### src/rtl/ddr_phase_ctrl.sv
// Phase-shift and lock sequencer for the DDR write-clock DCM. Owns the DCM reset, the
// PSEN/PSINCDEC/PSDONE handshake and the feedback tap, and restores the programmed phase after relock.
module ddr_phase_ctrl #(
    parameter int PW             = 9,
    parameter int PS_ATTR        = 0,
    parameter int PS_MIN         = -255,
    parameter int PS_MAX         = 255,
    parameter int RST_CYCLES     = 16,
    parameter int LOCK_TIMEOUT   = 65535,
    parameter int PSDONE_TIMEOUT = 255
) (
    input  logic                 clk,
    input  logic                 reset,
    input  logic                 cmd_valid,
    output logic                 cmd_ready,
    input  logic [1:0]           cmd_op,
    input  logic signed [PW-1:0] cmd_arg,
    output logic                 dcm_rst,
    input  logic                 dcm_locked,
    output logic                 dcm_psen,
    output logic                 dcm_psincdec,
    input  logic                 dcm_psdone,
    output logic [1:0]           fb_sel,
    output logic signed [PW-1:0] phase,
    output logic                 locked,
    output logic [1:0]           err
);

    typedef enum logic [2:0] {
        ST_RST_HOLD  = 3'd0,
        ST_WAIT_LOCK = 3'd1,
        ST_IDLE      = 3'd2,
        ST_PS_ISSUE  = 3'd3,
        ST_PS_WAIT   = 3'd4,
        ST_FAULT     = 3'd5
    } state_t;

    localparam int                   PW1       = PW + 1;
    localparam logic signed [PW-1:0] PHASE_RST = PW'(PS_ATTR);
    localparam logic signed [PW-1:0] PHASE_ONE = PW'(1);
    localparam logic signed [PW:0]   LIM_MIN   = PW1'(PS_MIN);
    localparam logic signed [PW:0]   LIM_MAX   = PW1'(PS_MAX);
    localparam logic [31:0]          RST_LOAD  = 32'(RST_CYCLES - 1);
    localparam logic [31:0]          LOCK_LOAD = 32'(LOCK_TIMEOUT - 1);
    localparam logic [31:0]          PSD_LOAD  = 32'(PSDONE_TIMEOUT - 1);

    function automatic logic signed [PW-1:0] clamp_fn(input logic signed [PW:0] v);
        logic signed [PW:0] r;
        if (v > LIM_MAX) begin
            r = LIM_MAX;
        end else if (v < LIM_MIN) begin
            r = LIM_MIN;
        end else begin
            r = v;
        end
        return r[PW-1:0];
    endfunction

    state_t                state_q, state_d;
    logic [31:0]           cnt_q, cnt_d;
    logic                  lock_meta_q, lock_sync_q;
    logic signed [PW-1:0]  phase_q, phase_d;
    logic signed [PW-1:0]  target_q, target_d;
    logic [1:0]            fb_sel_q, fb_sel_d;
    logic [1:0]            err_q, err_d;
    logic                  psincdec_q, psincdec_d;
    logic                  dcm_rst_q, dcm_psen_q, locked_q, rdy_idle_q, in_fault_q;

    logic signed [PW:0]    arg_ext_s, raw_tgt_s;
    logic signed [PW-1:0]  cmd_tgt_s, step_s;
    logic                  cmd_clamp_s;

    // Target arithmetic is done one bit wider so a relative step cannot wrap before clamping.
    assign arg_ext_s   = {cmd_arg[PW-1], cmd_arg};
    assign raw_tgt_s   = (cmd_op == 2'b00) ? ({phase_q[PW-1], phase_q} + arg_ext_s) : arg_ext_s;
    assign cmd_tgt_s   = clamp_fn(raw_tgt_s);
    assign cmd_clamp_s = ({cmd_tgt_s[PW-1], cmd_tgt_s} != raw_tgt_s);
    assign step_s      = psincdec_q ? (phase_q + PHASE_ONE) : (phase_q - PHASE_ONE);

    // Next-state and next-value logic for the sequencer.
    always_comb begin
        state_d  = state_q;
        cnt_d    = cnt_q;
        phase_d  = phase_q;
        target_d = target_q;
        fb_sel_d = fb_sel_q;
        err_d    = err_q;
        case (state_q)
            ST_RST_HOLD: begin
                if (cnt_q == 32'd0) begin
                    state_d = ST_WAIT_LOCK;
                    phase_d = PHASE_RST;
                    cnt_d   = LOCK_LOAD;
                end else begin
                    cnt_d = cnt_q - 32'd1;
                end
            end
            ST_WAIT_LOCK: begin
                if (lock_sync_q) begin
                    state_d = (phase_q != target_q) ? ST_PS_ISSUE : ST_IDLE;
                end else if (cnt_q == 32'd0) begin
                    err_d[0] = 1'b1;
                    state_d  = ST_FAULT;
                end else begin
                    cnt_d = cnt_q - 32'd1;
                end
            end
            ST_IDLE: begin
                // A command seen together with lock loss is still taken; its target is restored after relock.
                cnt_d = RST_LOAD;
                if (cmd_valid) begin
                    case (cmd_op)
                        2'b00, 2'b01: begin
                            target_d = cmd_tgt_s;
                            err_d[1] = err_q[1] | cmd_clamp_s;
                            if (!lock_sync_q) begin
                                state_d = ST_RST_HOLD;
                            end else begin
                                state_d = (cmd_tgt_s != phase_q) ? ST_PS_ISSUE : ST_IDLE;
                            end
                        end
                        2'b10: begin
                            err_d   = 2'b00;
                            state_d = ST_RST_HOLD;
                        end
                        2'b11: begin
                            fb_sel_d = cmd_arg[1:0];
                            state_d  = ST_RST_HOLD;
                        end
                        default: state_d = lock_sync_q ? ST_IDLE : ST_RST_HOLD;
                    endcase
                end else begin
                    state_d = lock_sync_q ? ST_IDLE : ST_RST_HOLD;
                end
            end
            ST_PS_ISSUE: begin
                state_d = lock_sync_q ? ST_PS_WAIT : ST_RST_HOLD;
                cnt_d   = lock_sync_q ? PSD_LOAD : RST_LOAD;
            end
            ST_PS_WAIT: begin
                if (!lock_sync_q) begin
                    state_d = ST_RST_HOLD;
                    cnt_d   = RST_LOAD;
                end else if (dcm_psdone) begin
                    phase_d = step_s;
                    state_d = (step_s == target_q) ? ST_IDLE : ST_PS_ISSUE;
                end else if (cnt_q == 32'd0) begin
                    err_d[0] = 1'b1;
                    state_d  = ST_FAULT;
                end else begin
                    cnt_d = cnt_q - 32'd1;
                end
            end
            ST_FAULT: begin
                if (cmd_valid && (cmd_op == 2'b10)) begin
                    err_d   = 2'b00;
                    state_d = ST_RST_HOLD;
                    cnt_d   = RST_LOAD;
                end else begin
                    state_d = ST_FAULT;
                end
            end
            default: begin
                state_d = ST_RST_HOLD;
                cnt_d   = RST_LOAD;
            end
        endcase
        if (state_d == ST_PS_ISSUE) begin
            psincdec_d = (target_d > phase_d);
        end else begin
            psincdec_d = psincdec_q;
        end
    end

    // State, lock synchroniser and registered outputs decoded from the next state.
    always_ff @(posedge clk) begin
        if (reset) begin
            state_q     <= ST_RST_HOLD;
            cnt_q       <= RST_LOAD;
            lock_meta_q <= 1'b0;
            lock_sync_q <= 1'b0;
            phase_q     <= PHASE_RST;
            target_q    <= PHASE_RST;
            fb_sel_q    <= 2'b00;
            err_q       <= 2'b00;
            psincdec_q  <= 1'b0;
            dcm_rst_q   <= 1'b1;
            dcm_psen_q  <= 1'b0;
            locked_q    <= 1'b0;
            rdy_idle_q  <= 1'b0;
            in_fault_q  <= 1'b0;
        end else begin
            state_q     <= state_d;
            cnt_q       <= cnt_d;
            lock_meta_q <= dcm_locked;
            lock_sync_q <= lock_meta_q;
            phase_q     <= phase_d;
            target_q    <= target_d;
            fb_sel_q    <= fb_sel_d;
            err_q       <= err_d;
            psincdec_q  <= psincdec_d;
            dcm_rst_q   <= (state_d == ST_RST_HOLD);
            dcm_psen_q  <= (state_d == ST_PS_ISSUE);
            locked_q    <= (state_d == ST_IDLE) || (state_d == ST_PS_ISSUE) || (state_d == ST_PS_WAIT);
            rdy_idle_q  <= (state_d == ST_IDLE);
            in_fault_q  <= (state_d == ST_FAULT);
        end
    end

    // In FAULT only the re-lock opcode is offered a ready.
    assign cmd_ready    = rdy_idle_q | (in_fault_q & (cmd_op == 2'b10));
    assign dcm_rst      = dcm_rst_q;
    assign dcm_psen     = dcm_psen_q;
    assign dcm_psincdec = psincdec_q;
    assign fb_sel       = fb_sel_q;
    assign phase        = phase_q;
    assign locked       = locked_q;
    assign err          = err_q;

endmodule

### config.mk
export PLATFORM = sky130hd
export DESIGN_NAME = ddr_phase_ctrl
export DESIGN_NICKNAME = d
export VERILOG_FILES = /design/src/rtl/ddr_phase_ctrl.sv
export SDC_FILE = /design/constraint.sdc
export NUM_CORES = 1
export LEC_CHECK = 0
export ABC_AREA = 1
export CORE_MARGIN = 5
export CORE_UTILIZATION = 58
export DETAILED_ROUTE_END_ITERATION = 10
export PLACE_DENSITY = 0.87
export SETUP_SLACK_MARGIN = 0.1
export SLEW_MARGIN = 15
export SYNTH_ARGS = -nofsm -noshare
export SYNTH_HDL_FRONTEND = slang
export SYNTH_SLANG_ARGS = --single-unit
### constraint.sdc
create_clock -name clk -period 11.3 [get_ports clk]
set_input_delay 2.26 -clock clk [delete_from_list [all_inputs] [get_ports clk]]
set_output_delay 2.26 -clock clk [all_outputs]
set_load 0.05 [all_outputs]
==> results of run 1 <==
## path summary, 6_finish.rpt
kind	from	end	slack (ps)	cells past startpoint
worst min register to register	lock_meta_q	lock_sync_q	410	2
worst min-delay path	lock_meta_q	lock_sync_q	410	2
worst max register to register	phase[0]	dcm_psincdec	6820	29
worst max-delay path	cmd_op[1]	cmd_ready	5080	5
## kinds of logic after synthesis
family	count (synthesis)	synth area share (%)
buffers and inverters	126	9.71
muxes	1	0.197
adders and majority gates	29	7.42
AOI/OAI and AO/OA	153	18.0
DFF	65	25.6
xor gates and xnor gates	28	4.82
and+or+nand+nor	366	34.2
## layout make-up
cell class	instances	area [um2]
clock buffers	12	165
clock inverters	4	50.0
fillers	762	2940
inverters	108	408
multi-input cells	577	3290
flip-flops and latches	65	1300
well taps	108	135
repair buffers	35	345
## cell usage in the layout, fill, tap and decap left out, types with 5 or more instances in the layout
| cell | instances |
|---|---|
| a21oi_1 | 61 |
| dfxtp_1 | 65 |
| nand3b_1 | 5 |
| nand2_1 | 130 |
| xnor2_1 | 6 |
| ha_1 | 27 |
| nor3_1 | 19 |
| inv_1 | 104 |
| nand4_1 | 22 |
| nor4_1 | 5 |
| nand3_2 | 8 |
| clkbuf_8 | 12 |
| xor2_1 | 22 |
| nand2_2 | 9 |
| a211oi_1 | 8 |
| o21ai_0 | 44 |
| nand3_1 | 40 |
| clkdlybuf4s50_1 | 33 |
| nor2_1 | 104 |
| o211ai_1 | 8 |
## per-layer routing
| metal | GRT usage [%] | share of wire, % |
|---|---|---|
| met1 | 34.8 | 45 |
| met2 | 41.7 | 46 |
| met3 | 4.85 | 7.5 |
| met4 | 6.38 | 1.6 |
| met5 | 0 | 0 |
## power by group through the flow
| stage | clock network [mW] | registers [mW] | logic [mW] |
|---|---|---|---|
| after global routing | 0.226 | 0.231 | 0.0472 |
| after global placement | 0 | 0.236 | 0.0405 |
| after CTS | 0.213 | 0.231 | 0.0421 |
| after detailed placement | 0 | 0.237 | 0.0417 |
| after floorplan | 0 | 0.236 | 0.0286 |
| final | 0.212 | 0.231 | 0.0427 |
## sequential cells by signal (all words and copies together) (netlist names)
register and flops:
dcm_psincdec 1, cnt_q 32, fb_sel 2, phase 9, err 2, target_q 9
state_q 3, lock_meta_q 1, locked 1, in_fault_q 1, rdy_idle_q 1, lock_sync_q 1
dcm_rst 1, dcm_psen 1
## per-stage QoR
step	hold WS, ps	instances
3_3_place_gp	390	893
3_5_place_dp	401	893
6_report	408	909
5_1_grt	462	909
2_1_floorplan	388	768
4_1_cts	411	909
## worst max-delay path, stage by stage
cell and delay (ps):
clkdlybuf4s50_1 510, inv_1 100, nor2_1 160, a21o_1 140, clkdlybuf4s50_1 790
==> run metrics, run 1 <==
Synth Register Bits=65; synth cell count leaders=nand2_1, inv_1, nor2_1; pre-CTS WS=4810 ps; pin count of the biggest net entering global routing=46; sequential-to-total area share from yosys stat=around a quarter; core area=approximately 8600 um2; Port-buffer cells=33; overall power=0.486 mW; Final min period=roughly 6200 ps; post-CTS setup buffers=0; Max Clock Freq=between 150 and 200 MHz; clk slew on worst S/H paths=roughly 70 ps; HPWL after detailed placement=~11000 um; placed cell area=~5500 um2; routed len/inst=around 15 um; # rows=34; DR vias=5330; unique cell type count in the Yosys netlist=60; number of buffers created by CTS=9; # IOs=34; vias per std cell=roughly 6; die area=between 10000 and 15000 um2; Clock power frac=~44%; final setup fails=0; Post-layout nets=841; leakage power=2.70 nW; RSZ-0062 raised after global routing=no; Post-synth ARST share=0%; outcome=completed; Post-synth EDFFs=0; gr usage total=around 26%; post-synth top area cell=dfxtp_1; required time of the critical path=approximately 9000 ps; Synth Flop Type=dfxtp_1; Ant. Diodes=0; relative slew slack=25.1%; Routability Congestion=between 0.9 and 1; Peak VDD IR=123 uV; CP Max Fanout=4; CTS Hold Bufs=0; Hold WC Path Type=register to register; count leader, synth=nand2_1; crit start category=input pin; P_sw=0.120 mW; Seq pwr share=a little under half; syn avg cell area=about 6.6 um2; Synth Cell Area=about 5100 um2; Synth Instances=about 770; CTS tree=done; synth warn=0; internal power=roughly 0.37 mW; drt first-iter violations=between 400 and 500; CP Class=input pin to output pin; Switching Fraction=around a quarter; first-pass GRT wire length=~23000 um; P per Cell Area=around 85 nW/um2; CTS H-tree lvls=3; Comb power frac=under 10%; Syn Nets=813; fin area=about 5700 um2; setup ws final=between 5000 and 6000 ps; Die Wd=~100 um; period utilisation layout=55.1%; root buffer cell=clkbuf_8; Arrival @ worst endpoint=between 3000 and 4000 ps; CTS Buffer Depth=2; initial antenna violation count=0; area grow syn2layout=12.0%; layout cells sized above 1=roughly 8.6%; Sinks on Clock Net=65; die height=between 100 and 150 um; Synth top area share=about 26%; final wirelength=approximately 14000 um; post-route setup TNS=0 ps; # resized after CTS=0; Slew @ Worst Pin=between 1000 and 1500 ps; final core utilization=between 60% and 70%; vias in the first global route=about 5000; Setup Skew=between 10 and 15 ps; final hold vios=0; max cap viols=0; Slew Limit Fails=0; Pre-antenna DRT Iters=7; DRT antenna net count=0; top cells by area, synth=dfxtp_1, nand2_1, inv_1; Starting Density=roughly 59%; CP endpoint kind=output pin; Clock Latency Late Sink=350 ps; DRC violations left=0; grt total ovfl=0
No activity file was read; power rests on OpenSTA's default activity.
==> run 2: changes to the inputs <==
- CORE_UTILIZATION: 58 -> 55
- PLACE_DENSITY: 0.87 -> 0.86
- clock period: 11.3 -> 5.4 ns (I/O delays scaled with it)
==> run metrics, run 2 (synthesis results as in run 1) <==
outcome=completed (unchanged); period utilisation layout=between 80% and 90%; first-pass GRT wire length=23800 um (was 23500 um); Max Clock Freq=206 MHz; required time of the critical path=5640 ps (was 9040 ps); die height=106 um (was 104 um); root buffer cell=clkbuf_8 (unchanged); final core utilization=62.7% (was 66.0%); gr usage total=25.6% (about the same); most common cell after layout, fill and taps aside=nand2_1 (unchanged); drt first-iter violations=370 (was 412); DR vias=5309 (was 5330); cell depth of the worst setup path=27 (was 5); grt total ovfl=0 (unchanged); Die Wd=106 um (was 104 um); final setup fails=0 (unchanged); RSZ-0062 raised after global routing=no (unchanged); # resized after CTS=0 (unchanged); clk slew on worst S/H paths=70 ps (about the same); reg-to-reg slack, setup=1110 ps (was 6820 ps); vias in the first global route=5096 (was 4963); die area=11300 um2 (was 10700 um2); vias per std cell=5.80 (was 5.86); Sinks on Clock Net=65 (unchanged); Port-buffer cells=33 (unchanged); relative slew slack=33.2% (was 25.1%); Starting Density=55.6% (was 58.9%); Slew Limit Fails=0 (unchanged); CP Max Fanout=16 (was 4); Final min period=a little under 5000 ps; Hold WC Path Type=register to register (unchanged); post-route setup TNS=0 ps (unchanged); final hold vios=0 (unchanged); overall power=1.04 mW (was 0.486 mW); core area=9150 um2 (was 8640 um2); # IOs=34 (unchanged); Peak VDD IR=123 uV (about the same); HPWL after detailed placement=10700 um (was 10600 um); crit start category=input pin (unchanged); r2r endpoint=dcm_psincdec (unchanged); # rows=35 (was 34); Routability Congestion=0.931 (was 0.934); pin count of the biggest net entering global routing=28 (was 46); Arrival @ worst endpoint=5090 ps (was 3960 ps); Setup crit start=cmd_arg[0] (was cmd_op[1]); reg2reg start=phase[0] (unchanged); end point of the critical path=dcm_psincdec (was cmd_ready); DRT antenna net count=0 (unchanged); cell mode on critical path=nand2_1 (was clkdlybuf4s50_1); post-CTS setup buffers=0 (unchanged); Reg with most FFs=cnt_q (unchanged); DRC violations left=0 (unchanged); most frequent cells in the layout=nand2_1, inv_1, nor2_1, dfxtp_1, a21oi_1 (unchanged); Slew @ Worst Pin=993 ps (was 1120 ps); Ant. Diodes=0 (unchanged); max reg flops=32 (unchanged); Setup Skew=14.6 ps (was 11.2 ps); Clock Latency Late Sink=350 ps (about the same); CP max stage cell=clkdlybuf4s50_1 (unchanged); CP endpoint kind=register (was output pin); CP Class=input pin to register (was input pin to output pin); CTS Hold Bufs=0 (unchanged); worst path buffer plus inverter count=3 (unchanged); routed len/inst=15.5 um (was 15.4 um); final wirelength=14100 um (was 14000 um); initial antenna violation count=0 (unchanged); CTS H-tree lvls=3 (unchanged); layout cells sized above 1=9.08% (was 8.61%); area grow syn2layout=12.7% (was 12.0%); max cap viols=0 (unchanged); Pre-antenna DRT Iters=5 (was 7); CTS Buffer Depth=2 (unchanged); critical path's largest stage delay=490 ps (was 790 ps); CTS tree=done (unchanged); P per Cell Area=181 nW/um2 (was 85.2 nW/um2); Post-layout nets=845 (was 841); R2R depth=26 (was 29); leakage power=2.72 nW (was 2.70 nW); number of buffers created by CTS=9 (unchanged); Top delay family on crit path=simple AND/OR/NAND/NOR gates (was buffers and inverters)
==> run 2: changes by cell type in the layout (fill, tap and decap cells not counted), sizes merged <==
cell,delta
buf,+4
clkbuf,-2
bufinv,+1
==> run 2: layout make-up <==
class	instances	area, um2
tap	111	139
fill	826	3410
clock buffer	10	138
multi-input combinational	577	3300
clock inverter	5	80.1
timing repair buffer	39	375
inverter	108	408
sequential	65	1300
==> run 2: where the power goes <==
group	switching (mW)	internal (mW)
combinational	0.0558	0.0343
sequential	0.00199	0.482
clock	0.198	0.269
==> run 2: worst min-delay path by stage <==
stage                           start           to  cells past startpoint
after floorplan           lock_meta_q  lock_sync_q                      2
final                     lock_meta_q  lock_sync_q                      2
after CTS                 lock_meta_q  lock_sync_q                      2
after detailed placement  lock_meta_q  lock_sync_q                      2
after global placement    lock_meta_q  lock_sync_q                      2
after global routing      lock_meta_q  lock_sync_q                      2
==> run 2: worst register-to-register path: cells and delay by family, from the launching register on <==
kind	cells	cell delay, ps
buf+inv	2	160
fa+ha+maj	3	970
compound gates	5	880
flops	1	590
simple gates	16	1600
==> run 2: through the flow <==
step                setup WS [ps]  hold slack (ps)  instances  area (um2)
floorplan                    1160              388        768        5090
global placement              379              391        900        5520
detailed placement            251              395        900        5520
CTS                           586              406        915        5740
global route                  174              429        915        5740
finish                        546              403        915        5740
==> run 2: layer usage <==
layer,up-vias,global-route usage [%],part of all wire [%]
met2,200,42.1,46
met3,35,3.89,6.6
met1,2442,34.1,45
met4,0,8.79,2.6
met5,-,0,0
li1,2632,-,-
==> run 3: changes to the inputs <==
- CELL_PAD_IN_SITES_DETAIL_PLACEMENT: unset -> 1
- CELL_PAD_IN_SITES_GLOBAL_PLACEMENT: unset -> 1
- CORE_UTILIZATION: 55 -> 46
- PLACE_DENSITY: 0.86 -> 0.94
- clock period: 5.4 -> 6 ns (I/O delays scaled with it)
==> run metrics, run 3 (synthesis results as in run 1) <==
outcome=completed (unchanged); r2r endpoint=dcm_psincdec (unchanged); Reg with most FFs=cnt_q (unchanged); area grow syn2layout=12.5% (was 12.7%); initial antenna violation count=0 (unchanged); most frequent cells in the layout=nand2_1, inv_1, nor2_1, dfxtp_1, a21oi_1 (unchanged); R2R depth=29 (was 26); Setup Skew=14.6 ps (about the same); RSZ-0062 raised after global routing=no (unchanged); CP Max Fanout=11 (was 16); internal power=0.656 mW (was 0.785 mW); fin area=5730 um2 (was 5740 um2); pin count of the biggest net entering global routing=28 (unchanged); Arrival @ worst endpoint=5570 ps (was 5090 ps); post-CTS setup buffers=0 (unchanged); Max Clock Freq=between 150 and 200 MHz; die area=13300 um2 (was 11300 um2); drt first-iter violations=354 (was 370); CP Class=input pin to register (unchanged); placed cell area=5530 um2 (was 5520 um2); root buffer cell=clkbuf_8 (unchanged); P_sw=0.251 mW (was 0.256 mW); reg-to-reg slack, setup=1320 ps (was 1110 ps); Slew @ Worst Pin=903 ps (was 993 ps); Comb power frac=9.6% (was 8.7%); core area=10800 um2 (was 9150 um2); Peak VDD IR=132 uV (was 123 uV); # resized after CTS=0 (unchanged); clk slew on worst S/H paths=80 ps (was 70 ps); cell mode on critical path=nand2_1 (unchanged); DRT antenna net count=0 (unchanged); final core utilization=52.8% (was 62.7%); Starting Density=47.0% (was 55.6%); Clock power frac=42.4% (was 44.9%); Sinks on Clock Net=65 (unchanged); CP endpoint kind=register (unchanged); final setup fails=0 (unchanged); end point of the critical path=dcm_psincdec (unchanged); Switching Fraction=27.6% (was 24.6%); Post-layout nets=842 (was 845); number of buffers created by CTS=9 (unchanged); DRC violations left=0 (unchanged); final hold vios=0 (unchanged); period utilisation layout=~90%; HPWL after detailed placement=13100 um (was 10700 um); crit start category=input pin (unchanged); P per Cell Area=158 nW/um2 (was 181 nW/um2); CP max stage cell=clkdlybuf4s50_1 (unchanged); Clock Latency Late Sink=370 ps (was 350 ps); grt total ovfl=0 (unchanged); post-route non-filler standard cell count=942 (was 915); Ant. Diodes=0 (unchanged); Setup crit start=cmd_arg[0] (unchanged); CTS Hold Bufs=0 (unchanged); CTS tree=done (unchanged); cell total after placement=926 (was 900); final hold slack=410 ps (was 403 ps); CTS Buffer Depth=2 (unchanged); max cap viols=0 (unchanged); first-pass GRT wire length=28700 um (was 23800 um); CTS H-tree lvls=3 (unchanged); routed len/inst=18.6 um (was 15.5 um); DR vias=5519 (was 5309); Seq pwr share=48.0% (was 46.4%); Routability Congestion=0.897 (was 0.931); post-route setup TNS=0 ps (unchanged); relative slew slack=39.6% (was 33.2%); final wirelength=17500 um (was 14100 um); # IOs=34 (unchanged); leakage power=2.70 nW (was 2.72 nW); Die Wd=115 um (was 106 um); reg2reg start=phase[0] (unchanged); max reg flops=32 (unchanged); Pre-antenna DRT Iters=4 (was 5); most common cell after layout, fill and taps aside=nand2_1 (unchanged); vias per std cell=5.86 (was 5.80); gr usage total=27.0% (was 25.6%); Port-buffer cells=33 (unchanged); Final min period=5310 ps; die height=115 um (was 106 um); vias in the first global route=5767 (was 5096); Hold WC Path Type=register to register (unchanged); layout cells sized above 1=8.73% (was 9.08%); critical path's largest stage delay=490 ps (about the same); # rows=38 (was 35); required time of the critical path=6250 ps (was 5640 ps); Slew Limit Fails=0 (unchanged)
[run 3: cell types whose count changed in the layout (fill, tap and decap cells not counted), sizes merged]
cell | previous run | this run
clkinvlp | 2 | 1
buf | 6 | 3
bufinv | 2 | 1
clkinv | 1 | 4
inv | 108 | 109
clkbuf | 10 | 9
[run 3: cell type report]
type,count,area (um2)
Tap cell,140,175
Sequential cell,65,1300
Timing Repair Buffer,36,353
Clock inverter,7,70.1
Multi-Input combinational cell,577,3290
Clock buffer,9,124
Inverter,108,408
Fill cell,1474,5110
[run 3: critical path, delay by kind of cell]
| family | cells | cell delay, ps |
|---|---|---|
| buf+inv | 4 | 750 |
| fa+ha+maj | 3 | 940 |
| compound gates | 5 | 830 |
| simple gates | 18 | 1830 |
[run 3: layer usage]
metal  global-route usage [%]  up-vias  part of all wire (%)
met4                     9.94        0                   3.1
li1                         -     2617                     -
met1                     33.8     2673                    43
met2                     46.1      183                    48
met3                     5.00       46                   5.5
met5                        0        -                     0
[run 3: power groups by stage]
stage | Clock [mW] | Combinational [mW] | Sequential, mW
after detailed placement | 0 | 0.0831 | 0.445
after global placement | 0 | 0.0785 | 0.445
after floorplan | 0 | 0.0538 | 0.445
final | 0.384 | 0.0870 | 0.435
after CTS | 0.387 | 0.0856 | 0.435
after global routing | 0.409 | 0.0945 | 0.436
[run 3: stage by stage]
stage,worst slack (ps),total power [mW]
2_1_floorplan,1640,0.499
3_3_place_gp,738,0.524
3_5_place_dp,382,0.528
4_1_cts,727,0.907
5_1_grt,282,0.939
6_report,685,0.906
[run 3: how the worst min path moves through the flow]
stage | startpoint | to | slack [ps] | cells after the start
finish | lock_meta_q | lock_sync_q | 410 | 2
detailed placement | lock_meta_q | lock_sync_q | 400 | 2
floorplan | lock_meta_q | lock_sync_q | 390 | 2
global placement | lock_meta_q | lock_sync_q | 400 | 2
global route | lock_meta_q | lock_sync_q | 440 | 2
CTS | lock_meta_q | lock_sync_q | 410 | 2
